## config.mk

```make
export PLATFORM = sky130hd
export DESIGN_NAME = decode_issue_ctrl
export DESIGN_NICKNAME = d
export VERILOG_FILES = /design/src/rtl/decode_issue_ctrl.sv
export SDC_FILE = /design/constraint.sdc
export NUM_CORES = 1
export LEC_CHECK = 0
export ABC_AREA = 0
export BUFFER_PORTS_ARGS = -buffer_cell sky130_fd_sc_hd__buf_2
export CAP_MARGIN = 20
export CORE_AREA = 3 3 92 94
export CTS_CLUSTER_DIAMETER = 200
export DETAILED_ROUTE_END_ITERATION = 12
export DIE_AREA = 0 0 95 97
export PLACE_DENSITY = 0.89
export SLEW_MARGIN = 30
export SYNTH_ARGS = -nofsm -noshare
export SYNTH_HDL_FRONTEND = slang
export SYNTH_SLANG_ARGS = --single-unit
```

## constraint.sdc

```tcl
create_clock -name clk -period 2.82 [get_ports clk]
set_input_delay 0.282 -clock clk [delete_from_list [all_inputs] [get_ports clk]]
set_output_delay 0.282 -clock clk [all_outputs]
set_load 0.02 [all_outputs]
```

## src/rtl/decode_issue_ctrl.sv

```systemverilog
// Single-slot decode/issue stage: holds one fetched instruction, classifies
// its immediate format, presents it downstream with a valid/ready handshake
// and inserts one bubble when a load result is needed by the next instruction.
module decode_issue_ctrl (
    input  logic        clk,
    input  logic        rst,
    input  logic        flush,
    input  logic        if_valid,
    output logic        if_ready,
    input  logic [31:0] if_instr,
    input  logic [31:0] if_pc,
    output logic        id_valid,
    input  logic        id_ready,
    output logic [31:0] id_instr,
    output logic [31:0] id_pc,
    output logic [2:0]  id_imm_type,
    output logic        id_imm_used,
    output logic        id_illegal,
    output logic [15:0] stall_count
);

    localparam logic [6:0] OP_LOAD   = 7'b0000011;
    localparam logic [6:0] OP_OPIMM  = 7'b0010011;
    localparam logic [6:0] OP_JALR   = 7'b1100111;
    localparam logic [6:0] OP_STORE  = 7'b0100011;
    localparam logic [6:0] OP_BRANCH = 7'b1100011;
    localparam logic [6:0] OP_LUI    = 7'b0110111;
    localparam logic [6:0] OP_AUIPC  = 7'b0010111;
    localparam logic [6:0] OP_JAL    = 7'b1101111;
    localparam logic [6:0] OP_SYSTEM = 7'b1110011;
    localparam logic [6:0] OP_OP     = 7'b0110011;

    typedef enum logic [1:0] {
        S_EMPTY = 2'd0,
        S_VALID = 2'd1,
        S_HOLD  = 2'd2
    } state_t;

    state_t      r_state;
    logic [31:0] r_instr;
    logic [31:0] r_pc;
    logic [2:0]  r_imm_type;
    logic        r_imm_used;
    logic        r_illegal;
    logic [15:0] r_stall_count;

    logic [6:0]  w_opcode;
    logic [2:0]  w_funct3;
    logic [2:0]  w_imm_type;
    logic        w_imm_used;
    logic        w_illegal;
    logic        w_use_rs1;
    logic        w_use_rs2;
    logic        w_xfer;
    logic        w_accept;
    logic        w_dep_load;
    logic [4:0]  w_dep_rd;
    logic        w_hazard;

    assign w_opcode = if_instr[6:0];
    assign w_funct3 = if_instr[14:12];

    // Classify the incoming instruction: immediate format and register usage
    always_comb begin
        w_imm_type = 3'b111;
        w_imm_used = 1'b0;
        w_illegal  = 1'b0;
        w_use_rs1  = 1'b1;
        w_use_rs2  = 1'b0;
        case (w_opcode)
            OP_LOAD, OP_OPIMM, OP_JALR: begin
                w_imm_type = 3'b000;
                w_imm_used = 1'b1;
            end
            OP_STORE: begin
                w_imm_type = 3'b001;
                w_imm_used = 1'b1;
                w_use_rs2  = 1'b1;
            end
            OP_BRANCH: begin
                w_imm_type = 3'b010;
                w_imm_used = 1'b1;
                w_use_rs2  = 1'b1;
            end
            OP_LUI, OP_AUIPC: begin
                w_imm_type = 3'b011;
                w_imm_used = 1'b1;
                w_use_rs1  = 1'b0;
            end
            OP_JAL: begin
                w_imm_type = 3'b100;
                w_imm_used = 1'b1;
                w_use_rs1  = 1'b0;
            end
            OP_SYSTEM: begin
                if (w_funct3[2]) begin
                    w_imm_type = 3'b101;
                    w_imm_used = 1'b1;
                end
            end
            OP_OP: begin
                w_use_rs2 = 1'b1;
            end
            default: begin
                w_illegal = 1'b1;
                w_use_rs1 = 1'b0;
            end
        endcase
    end

    // id_valid follows the current state, so a transfer still completes in a flush cycle
    assign id_valid = !rst && (r_state == S_VALID);
    assign w_xfer   = id_valid && id_ready;
    assign if_ready = !rst && !flush && (r_state != S_HOLD) &&
                      ((r_state == S_EMPTY) || w_xfer);
    assign w_accept = if_valid && if_ready;

    // The departing instruction is the one currently held in the slot
    assign w_dep_rd   = r_instr[11:7];
    assign w_dep_load = (r_instr[6:0] == OP_LOAD) && (w_dep_rd != 5'd0);
    assign w_hazard   = w_accept && w_xfer && w_dep_load &&
                        ((w_use_rs1 && (w_dep_rd == if_instr[19:15])) ||
                         (w_use_rs2 && (w_dep_rd == if_instr[24:20])));

    // Slot state machine: flush beats accept and beats the one-cycle HOLD
    always_ff @(posedge clk) begin
        if (rst) begin
            r_state <= S_EMPTY;
        end else if (flush) begin
            r_state <= S_EMPTY;
        end else begin
            case (r_state)
                S_EMPTY: if (w_accept) r_state <= S_VALID;
                S_VALID: begin
                    if (w_xfer && w_accept) r_state <= w_hazard ? S_HOLD : S_VALID;
                    else if (w_xfer)        r_state <= S_EMPTY;
                end
                S_HOLD:  r_state <= S_VALID;
                default: r_state <= S_EMPTY;
            endcase
        end
    end

    // Capture instruction, PC and decode fields on accept; otherwise hold them
    always_ff @(posedge clk) begin
        if (rst) begin
            r_instr    <= 32'd0;
            r_pc       <= 32'd0;
            r_imm_type <= 3'b000;
            r_imm_used <= 1'b0;
            r_illegal  <= 1'b0;
        end else if (w_accept) begin
            r_instr    <= if_instr;
            r_pc       <= if_pc;
            r_imm_type <= w_imm_type;
            r_imm_used <= w_imm_used;
            r_illegal  <= w_illegal;
        end
    end

    // Count load-use bubbles, sticking at all-ones
    always_ff @(posedge clk) begin
        if (rst) begin
            r_stall_count <= 16'd0;
        end else if (w_hazard && (r_stall_count != 16'hFFFF)) begin
            r_stall_count <= r_stall_count + 16'd1;
        end
    end

    assign id_instr    = r_instr;
    assign id_pc       = r_pc;
    assign id_imm_type = r_imm_type;
    assign id_imm_used = r_imm_used;
    assign id_illegal  = r_illegal;
    assign stall_count = r_stall_count;

endmodule

```

==> impl_metrics.tcl, run 1 <==
set metrics [dict create \
    outcome "complete, no violations" \
    hp-class "primary input to flip-flop" \
    busiest_layer "met2" \
    cp_data_arrival_time_ns 2.51 \
    syn_inst 474 \
    clock_skew_ns 0.0136 \
    grt.overflow.total 0 \
    switching_power_mw 0.649 \
    synth_area_um2 3710 \
    synthDistinctLibCells 45 \
    ys_seq_area_share_pct 46.9 \
    mostFrequentLayoutCell "buf_2" \
    synth_warnings 0 \
    numCtsBuffers 9 \
    synthFlopType "dfxtp_1" \
    crit_required_ns 3.03 \
    nets 684 \
    finalNonFillerCells 721 \
    design.die.area_um2 9220 \
    antenna_found_initial 0 \
    clk_path_buf_depth 2 \
    drt_drc_violations_left 0 \
    relSlewSlack_pct 41.0 \
    slew_viol_final 0 \
    start_kind "flip-flop" \
    drive_above_1_share_pct 30.2 \
    use_met3_pct 5.83 \
    gp_congestion 0.833 \
    r2r-start "stall_count[0]" \
    clk_root_buffer_cell "clkbuf_8" \
    synth_edf_count 0 \
    period_needed_ns 2.31 \
    initial_core_util_pct 48.0 \
    worstSetupStartpoint "stall_count[0]" \
    coreArea_um2 7730 \
    ant_nets 0 \
    synth_async_sr_flop_share_pct 0 \
    viasPerCell 5.30 \
    diodes 0 \
    power-per-cell-area_nw_per_um2 531 \
    cts-resized-gates 0 \
    grt_pass1_vias 3475 \
    rows 32 \
    dp_hpwl_um 7540 \
    vias 3823 \
    ios 156 \
    die_h_um 97 \
    setup_violations 0 \
    rsz0062_at_grt "false" \
    fmax_mhz 433 \
    die_w_um 95 \
    drt-initial-drc-count 168 \
    dp_cells 705 \
    endpoint_kind "flip-flop" \
    cts_sinks 87 \
    synthesis.nets 544 \
    wl_per_cell_um 14.2 \
    crit_type "flip-flop to flip-flop" \
    vdd_drop_max_mv 0.329 \
    regArea_um2 1740 \
    grt_max_degree 91 \
    port-buffer-count 155 \
    seqPwrFrac_pct 50.5 \
    holdBufCountCts 0 \
    fillers 665 \
    power.leakage_nw 2.00 \
    grt_use_total_pct 21.8 \
    power_frac_comb_pct 10.7 \
    path_max_fanout 12 \
    grt_pass1_wl_um 16300 \
    swShare_pct 25.5 \
    tightest_slew_ns 0.885 \
    p_int_mw 1.89 \
    min_from "if_instr[8]" \
    fin_crit_sh_pct 81.8 \
    syn_area_per_cell_um2 7.83 \
    clkLatencyLatePin_ns 0.36 \
    wl_um 10200 \
    multiInputGateArea_um2 1830 \
    clkTransAtPathRegs_ns 0.10 \
    cts_tree "done" \
    ys_ff_latch 87 \
    cts_setup_buffers 0 \
    tns_ns 0 \
    mostFrequentLayoutCells "155 x buf_2, 137 x nand2_1, 87 x dfxtp_1" \
    clockPowerShare_pct 38.9 \
    finalHoldViolCount 0 \
    drv_cap 0 \
    syn2layout_area_growth_pct 29.1 \
    cts_htree_levels 3 \
    use_met1_pct 26.2 \
    first_pass_iters 4 \
    grt_util_met2_pct 36.2 \
]
[per-stage QoR]
step                total power [mW]  area (um2)  setup WS, ns  utilization, %  hold slack [ns]
floorplan                       1.46        3710         0.695               -            0.418
global placement                1.58        4560         0.563            59.0            0.438
detailed placement              1.58        4560         0.529            59.0            0.444
CTS                             2.56        4790         0.534            62.0            0.136
global route                    2.64        4790         0.332            62.0            0.142
finish                          2.54        4790         0.513            62.0            0.146
[worst max-delay path, cell delays in order, from the launching register on]
cell and delay, ns:
dfxtp_1 0.41, ha_1 0.20, nand3_1 0.21, or4_1 0.63, nand3_1 0.27, buf_4 0.24, or4_1 0.13, a21oi_1 0.06
[final timing paths]
kind | to | slack [ns] | depth (start not counted)
worst max-delay path | stall_count[3] | 0.51 | 7
worst min-delay path | id_instr[8] | 0.15 | 3
worst max register to register | stall_count[3] | 0.51 | 7
worst min register to register | id_pc[25] | 0.46 | 2
[per-layer routing]
metal / vias up / part of all wire [%]
li1: 1915 / -
met1: 1728 / 41
met3: 19 / 9.4
met4: 0 / 2.2
met2: 161 / 48
met5: - / 0
[power groups by stage]
stage	clock, mW	sequential [mW]	combinational, mW
final	0.988	1.28	0.271
after global routing	1.05	1.29	0.301
after CTS	1.01	1.28	0.274
after detailed placement	0	1.31	0.273
after global placement	0	1.31	0.267
after floorplan	0	1.35	0.113
[cells by family (layout without fill, tap and decap cells)]
group                      after synthesis  count (layout)  share of synthesized area, %
muxes                                    4               4                          1.21
xor gates and xnor gates                10              10                          2.36
DFF                                     87              87                          46.9
buffers and inverters                   40             185                          4.52
adders and majority gates                1               1                         0.337
AOI/OAI and AO/OA                      112             112                          17.3
and+or+nand+nor                        220             220                          27.4
[flip-flops by register name, indices dropped and copies added, names as in the netlist]
name,count
stall_count,16
id_illegal,1
r_state,2
id_pc,32
id_imm_used,1
id_imm_type,3
id_instr,32
[cells in the mapped netlist, types with 2 or more instances]
cell,count,share of area (%)
clkbuf_1,25,2.5
xnor2_1,7,1.7
nor2_1,18,1.8
buf_1,3,0.30
buf_2,2,0.27
buf_6,2,0.61
nor3_1,6,0.81
nand2b_1,2,0.34
a21oi_1,81,11
nor2b_1,5,0.84
and3_1,3,0.51
o21ai_0,5,0.67
o2111ai_1,2,0.47
nor4b_1,2,0.47
a31oi_1,2,0.34
nand2_1,137,14
nand4_1,12,2.0
nand4b_1,5,1.2
o41ai_1,5,1.2
or4_1,7,1.4
dfxtp_1,87,47
and4_1,2,0.47
inv_1,8,0.81
mux2_2,4,1.2
nand3_1,11,1.5
o31ai_1,7,1.4
xor2_1,3,0.71
nor4_1,2,0.34
or2_2,3,0.51
[layout make-up]
class	count	area share [%]
multi-input combinational	347	38.1
sequential	87	36.4
timing repair buffer	161	17.4
clock buffer	10	2.87
tap	102	2.66
clock inverter	6	1.96
inverter	8	0.627
Power figures use the tool's default switching activity.
==> inputs of run 2 (changes only) <==
Settings changed: ABC_AREA 0 to 1, CORE_AREA 3 3 92 94 to 3 3 99 101, DIE_AREA 0 0 95 97 to 0 0 102 104, PLACE_DENSITY 0.89 to 0.85.
Clock period 2.82 ns to 2.1 ns, I/O delays scaled along.
==> impl_metrics.tcl, run 2 <==
set metrics [dict create \
    outcome "complete, no violations" \
    vias 3887 \
    design.die.area_um2 10600 \
    ys_seq_area_share_pct 44.8 \
    ant_nets 0 \
    finalHoldViolCount 0 \
    grt_pass1_wl_um 17300 \
    power.leakage_nw 2.47 \
    cp_top_family "simple AND/OR/NAND/NOR gates" \
    drt-initial-drc-count 134 \
    p_int_mw 2.56 \
    clock_skew_ns 0.00781 \
    gp_congestion 0.853 \
    syn2layout_area_growth_pct 27.0 \
    synth_warnings 0 \
    power_frac_comb_pct 12.5 \
    die_w_um 102 \
    grt_max_degree 69 \
    use_met1_pct 23.9 \
    p_total_mw 3.50 \
    mostFrequentLayoutCell "buf_2" \
    cts_tree "done" \
    tns_ns 0 \
    die_h_um 104 \
    cp_data_arrival_time_ns 2.13 \
    initial_core_util_pct 42.7 \
    nets 725 \
    slew_viol_final 0 \
    syn_area_per_cell_um2 7.66 \
    finalCoreUtilization_pct 54.3 \
    clk_root_buffer_cell "clkbuf_8" \
    dp_cells 755 \
    finalInstanceArea_um2 4940 \
    hp-class "primary input to flip-flop" \
    cts_sinks 87 \
    synth_async_sr_flop_share_pct 0 \
    setup_violations 0 \
    synth_most_common_cell "nor2_1" \
    synthesis.nets 578 \
    vdd_drop_max_mv 0.417 \
    coreArea_um2 9110 \
    regArea_um2 1740 \
    endpoint_kind "flip-flop" \
    multiInputGateArea_um2 1890 \
    path_max_fanout 5 \
    busiest_layer "met2" \
    port-buffer-count 155 \
    synthDistinctLibCells 37 \
    drv_cap 0 \
    tightest_slew_ns 0.577 \
    crit_required_ns 2.38 \
    dp_hpwl_um 7690 \
    grt_use_total_pct 19.7 \
    synth_area_leader_cell "dfxtp_1" \
    numCtsBuffers 9 \
    clk_path_buf_depth 2 \
    crit_type "flip-flop to flip-flop" \
    start_kind "flip-flop" \
    yosys-top-cells-count "130 x nor2_1, 87 x dfxtp_1, 64 x o21ai_0" \
    clockPowerShare_pct 37.3 \
    rows 35 \
    ys_ff_latch 87 \
    drt_drc_violations_left 0 \
    finalNonFillerCells 771 \
    synth_edf_count 0 \
    antenna_found_initial 0 \
    synth_top_area_share_pct 44.8 \
    relSlewSlack_pct 61.5 \
    cts_htree_levels 3 \
    synth_area_um2 3890 \
    crit_path_max_incr_delay_ns 0.40 \
    rsz0062_at_grt "false" \
    ys_top_cells_by_area "dfxtp_1 45%, nor2_1 13%, o21ai_0 8.2%" \
    switching_power_mw 0.945 \
    crit_chain "ha_1 > nand3_1 > nor2_2 > nand2_1 > nor2_2 > nand4_1 > xnor2_1 > nand3_1 > a21oi_1" \
    fmax_mhz 540 \
    synthFlopType "dfxtp_1" \
    diodes 0 \
    use_met3_pct 4.36 \
    period_needed_ns 1.85 \
    viasPerCell 5.04 \
    power-per-cell-area_nw_per_um2 708 \
    fin_crit_sh_pct 88.2 \
    clkLatencyLatePin_ns 0.35 \
    syn_inst 508 \
    slowest_stage "dfxtp_1" \
    placed_area_um2 4720 \
    ios 156 \
    first_pass_iters 5 \
    holdBufCountCts 0 \
    grt_util_met2_pct 34.3 \
    clkTransAtPathRegs_ns 0.09 \
    critPathBufInv 0 \
    drive_above_1_share_pct 33.8 \
    mostFrequentLayoutCells "155 x buf_2, 129 x nor2_1, 87 x dfxtp_1" \
    grt_pass1_vias 3781 \
    wl_um 10700 \
    grt.overflow.total 0 \
    swShare_pct 27.0 \
    fillers 877 \
    wl_per_cell_um 13.8 \
    seqPwrFrac_pct 50.2 \
]
==> run 2: changes by cell type in the layout (fill, tap and decap cells not counted), moves of 11 or more <==
cell,before,now
nand2_1,137,37
nand2_2,0,12
o21ai_0,5,64
nor2_1,17,129
inv_1,8,24
xor2_1,3,14
a21oi_1,81,24
==> run 2: tightest hold or removal path, stage by stage <==
cell and delay, ns:
buf_2 0.07, nor2_1 0.03, nor2_1 0.08
==> run 2: area by class of cell <==
class / count / share of cell area (%)
clock inverter: 6 / 1.87
sequential: 87 / 35.2
tap: 111 / 2.81
timing repair buffer: 162 / 16.8
inverter: 30 / 2.58
clock buffer: 10 / 2.58
multi-input combinational: 365 / 38.2
==> run 2: power groups by stage <==
stage / Clock [mW] / Sequential [mW] / Combinational, mW
floorplan: 0 / 1.88 / 0.168
global placement: 0 / 1.79 / 0.425
detailed placement: 0 / 1.79 / 0.437
CTS: 1.34 / 1.76 / 0.439
global route: 1.41 / 1.77 / 0.479
finish: 1.31 / 1.76 / 0.436
==> run 2: cell families (layout without fill, tap and decap cells) <==
family,after synthesis,count (layout),synth area share [%]
buffers and inverters,56,208,6.85
AO/OA/AOI/OAI,110,110,15.4
flip-flops,87,87,44.8
adder cells (fa/ha/maj),1,1,0.321
XOR/XNOR,21,21,4.73
AND/OR/NAND/NOR,233,233,27.9
==> run 2: per-stage QoR <==
stage	hold WS, ns	setup WS, ns
final	0.0774	0.248
after global routing	0.0539	0.0433
after CTS	0.0588	0.191
after detailed placement	0.439	0.258
after global placement	0.431	0.363
after floorplan	0.345	0.287
==> run 2: repair_timing <==
| action | CTS | global route |
|---|---|---|
| resized for setup | 0 | 1 |
| buffers inserted | 0 | 0 |
| setup endpoints to repair | 0 | 2 |
==> run 2: worst paths after layout <==
kind,from,slack [ns],to,cells past startpoint
max reg2reg,stall_count[0],0.25,stall_count[14],9
min reg2reg,id_instr[14],0.46,id_instr[14],2
max,stall_count[0],0.25,stall_count[14],9
min,if_pc[30],0.08,id_pc[30],3
==> run 2: per-layer routing <==
metal / vias to the layer above / part of all wire [%]
met2: 128 / 52
met3: 16 / 5.4
met5: - / 0
met4: 0 / 1.8
met1: 1799 / 41
li1: 1944 / -
==> inputs of run 3 (changes only) <==
Settings changed: MAX_ROUTING_LAYER from default to met4, SLEW_MARGIN 30 to default.
==> impl_metrics.tcl, run 3 (same netlist as run 2, synthesis figures left out) <==
set metrics [dict create \
    hp-class "primary input to flip-flop" \
    drv_cap 0 \
    wl_per_cell_um 13.8 \
    clkLatencyLatePin_ns 0.35 \
    drt-initial-drc-count 133 \
    drt_drc_violations_left 0 \
    holdBufCountCts 0 \
    cp_data_arrival_time_ns 2.12 \
    numCtsBuffers 9 \
    crit_type "flip-flop to flip-flop" \
    fin_crit_sh_pct 87.4 \
    cts_sinks 87 \
    ant_nets 0 \
    initial_core_util_pct 42.7 \
    antenna_found_initial 0 \
    route.met2.wl_um 5520 \
    start_kind "flip-flop" \
    design.die.area_um2 10600 \
    cts_tree "done" \
    highest_layer "met4" \
    tns_ns 0 \
    gp_congestion 0.867 \
    first_pass_iters 5 \
    mostFrequentLayoutCells "155 x buf_2, 129 x nor2_1, 87 x dfxtp_1" \
    setup_violations 0 \
    cts_htree_levels 3 \
    mostFrequentLayoutCell "buf_2" \
    vias 3895 \
    dp_hpwl_um 7690 \
    grt.overflow.total 0 \
    coreArea_um2 9110 \
    power-per-cell-area_nw_per_um2 709 \
    outcome "complete, no violations" \
    viasPerCell 5.05 \
    p_total_mw 3.51 \
    crit_required_ns 2.38 \
    power.leakage_nw 2.47 \
    clkTransAtPathRegs_ns 0.09 \
    clk_path_buf_depth 2 \
    grt_pass1_vias 3784 \
    grt_pass1_wl_um 17300 \
    ios 156 \
    period_needed_ns 1.84 \
    slew_viol_final 0 \
    wl_met1_um 4440 \
    syn2layout_area_growth_pct 27.0 \
    diodes 0 \
    die_w_um 102 \
    wl_um 10700 \
    rsz0062_at_grt "false" \
    finalHoldViolCount 0 \
    port-buffer-count 155 \
    relSlewSlack_pct 62.0 \
    grt_use_total_pct 20.3 \
    endpoint_kind "flip-flop" \
    wl_met3_um 530 \
    vdd_drop_max_mv 0.417 \
    clk_root_buffer_cell "clkbuf_8" \
    clock_skew_ns 0.0103 \
    nets 725 \
    rows 35 \
    die_h_um 104 \
    fmax_mhz 545 \
    grt_max_degree 69 \
    tightest_slew_ns 0.570 \
    drive_above_1_share_pct 33.8 \
    path_max_fanout 5 \
]
-- run 3: cell type report --
class	count	area, um2
clock buffer	10	128
timing repair buffer	162	828
inverter	30	128
multi-input combinational	365	1890
sequential	87	1740
fill	877	4170
clock inverter	6	92.6
tap	111	139
-- run 3: critical path: stages (launching register included) --
cell and delay, ns:
dfxtp_1 0.40, ha_1 0.23, nand3_1 0.11, nor2_2 0.16, nand2_1 0.11, nor2_2 0.15, nand4_1 0.13, xnor2_1 0.21
nand3_1 0.11, a21oi_1 0.15
-- run 3: timing repair --
| item | in CTS | in global routing |
|---|---|---|
| buffers inserted | 0 | 0 |
| endpoints found under the setup margin | 0 | 2 |
| resized for setup | 0 | 1 |
-- run 3: layer usage --
layer	global-route usage, %	vias up
met5	-	-
met4	5.90	0
met3	3.96	12
met2	34.3	126
met1	24.3	1809
li1	-	1948
-- run 3: power by group --
part	switching (mW)	internal, mW	leakage [nW]
sequential	0.0405	1.72	0.709
combinational	0.278	0.158	1.66
clock	0.630	0.680	0.104
total	0.949	2.56	2.47
-- run 3: final timing paths --
path	start	end	slack, ns	cells past startpoint
max	stall_count[0]	stall_count[14]	0.26	9
min	if_pc[5]	id_pc[5]	0.08	3
max reg2reg	stall_count[0]	stall_count[14]	0.26	9
min reg2reg	id_instr[14]	id_instr[14]	0.46	2
-- run 3: metrics by stage --
step	cells	util [%]	worst slack [ns]	hold WS, ns	instance area [um2]
floorplan	508	-	0.287	0.345	3890
detailed placement	755	51.8	0.258	0.439	4720
CTS	771	54.2	0.191	0.0588	4940
finish	771	54.3	0.264	0.0764	4940
global route	771	54.3	0.0433	0.0539	4940
global placement	755	51.8	0.363	0.431	4720
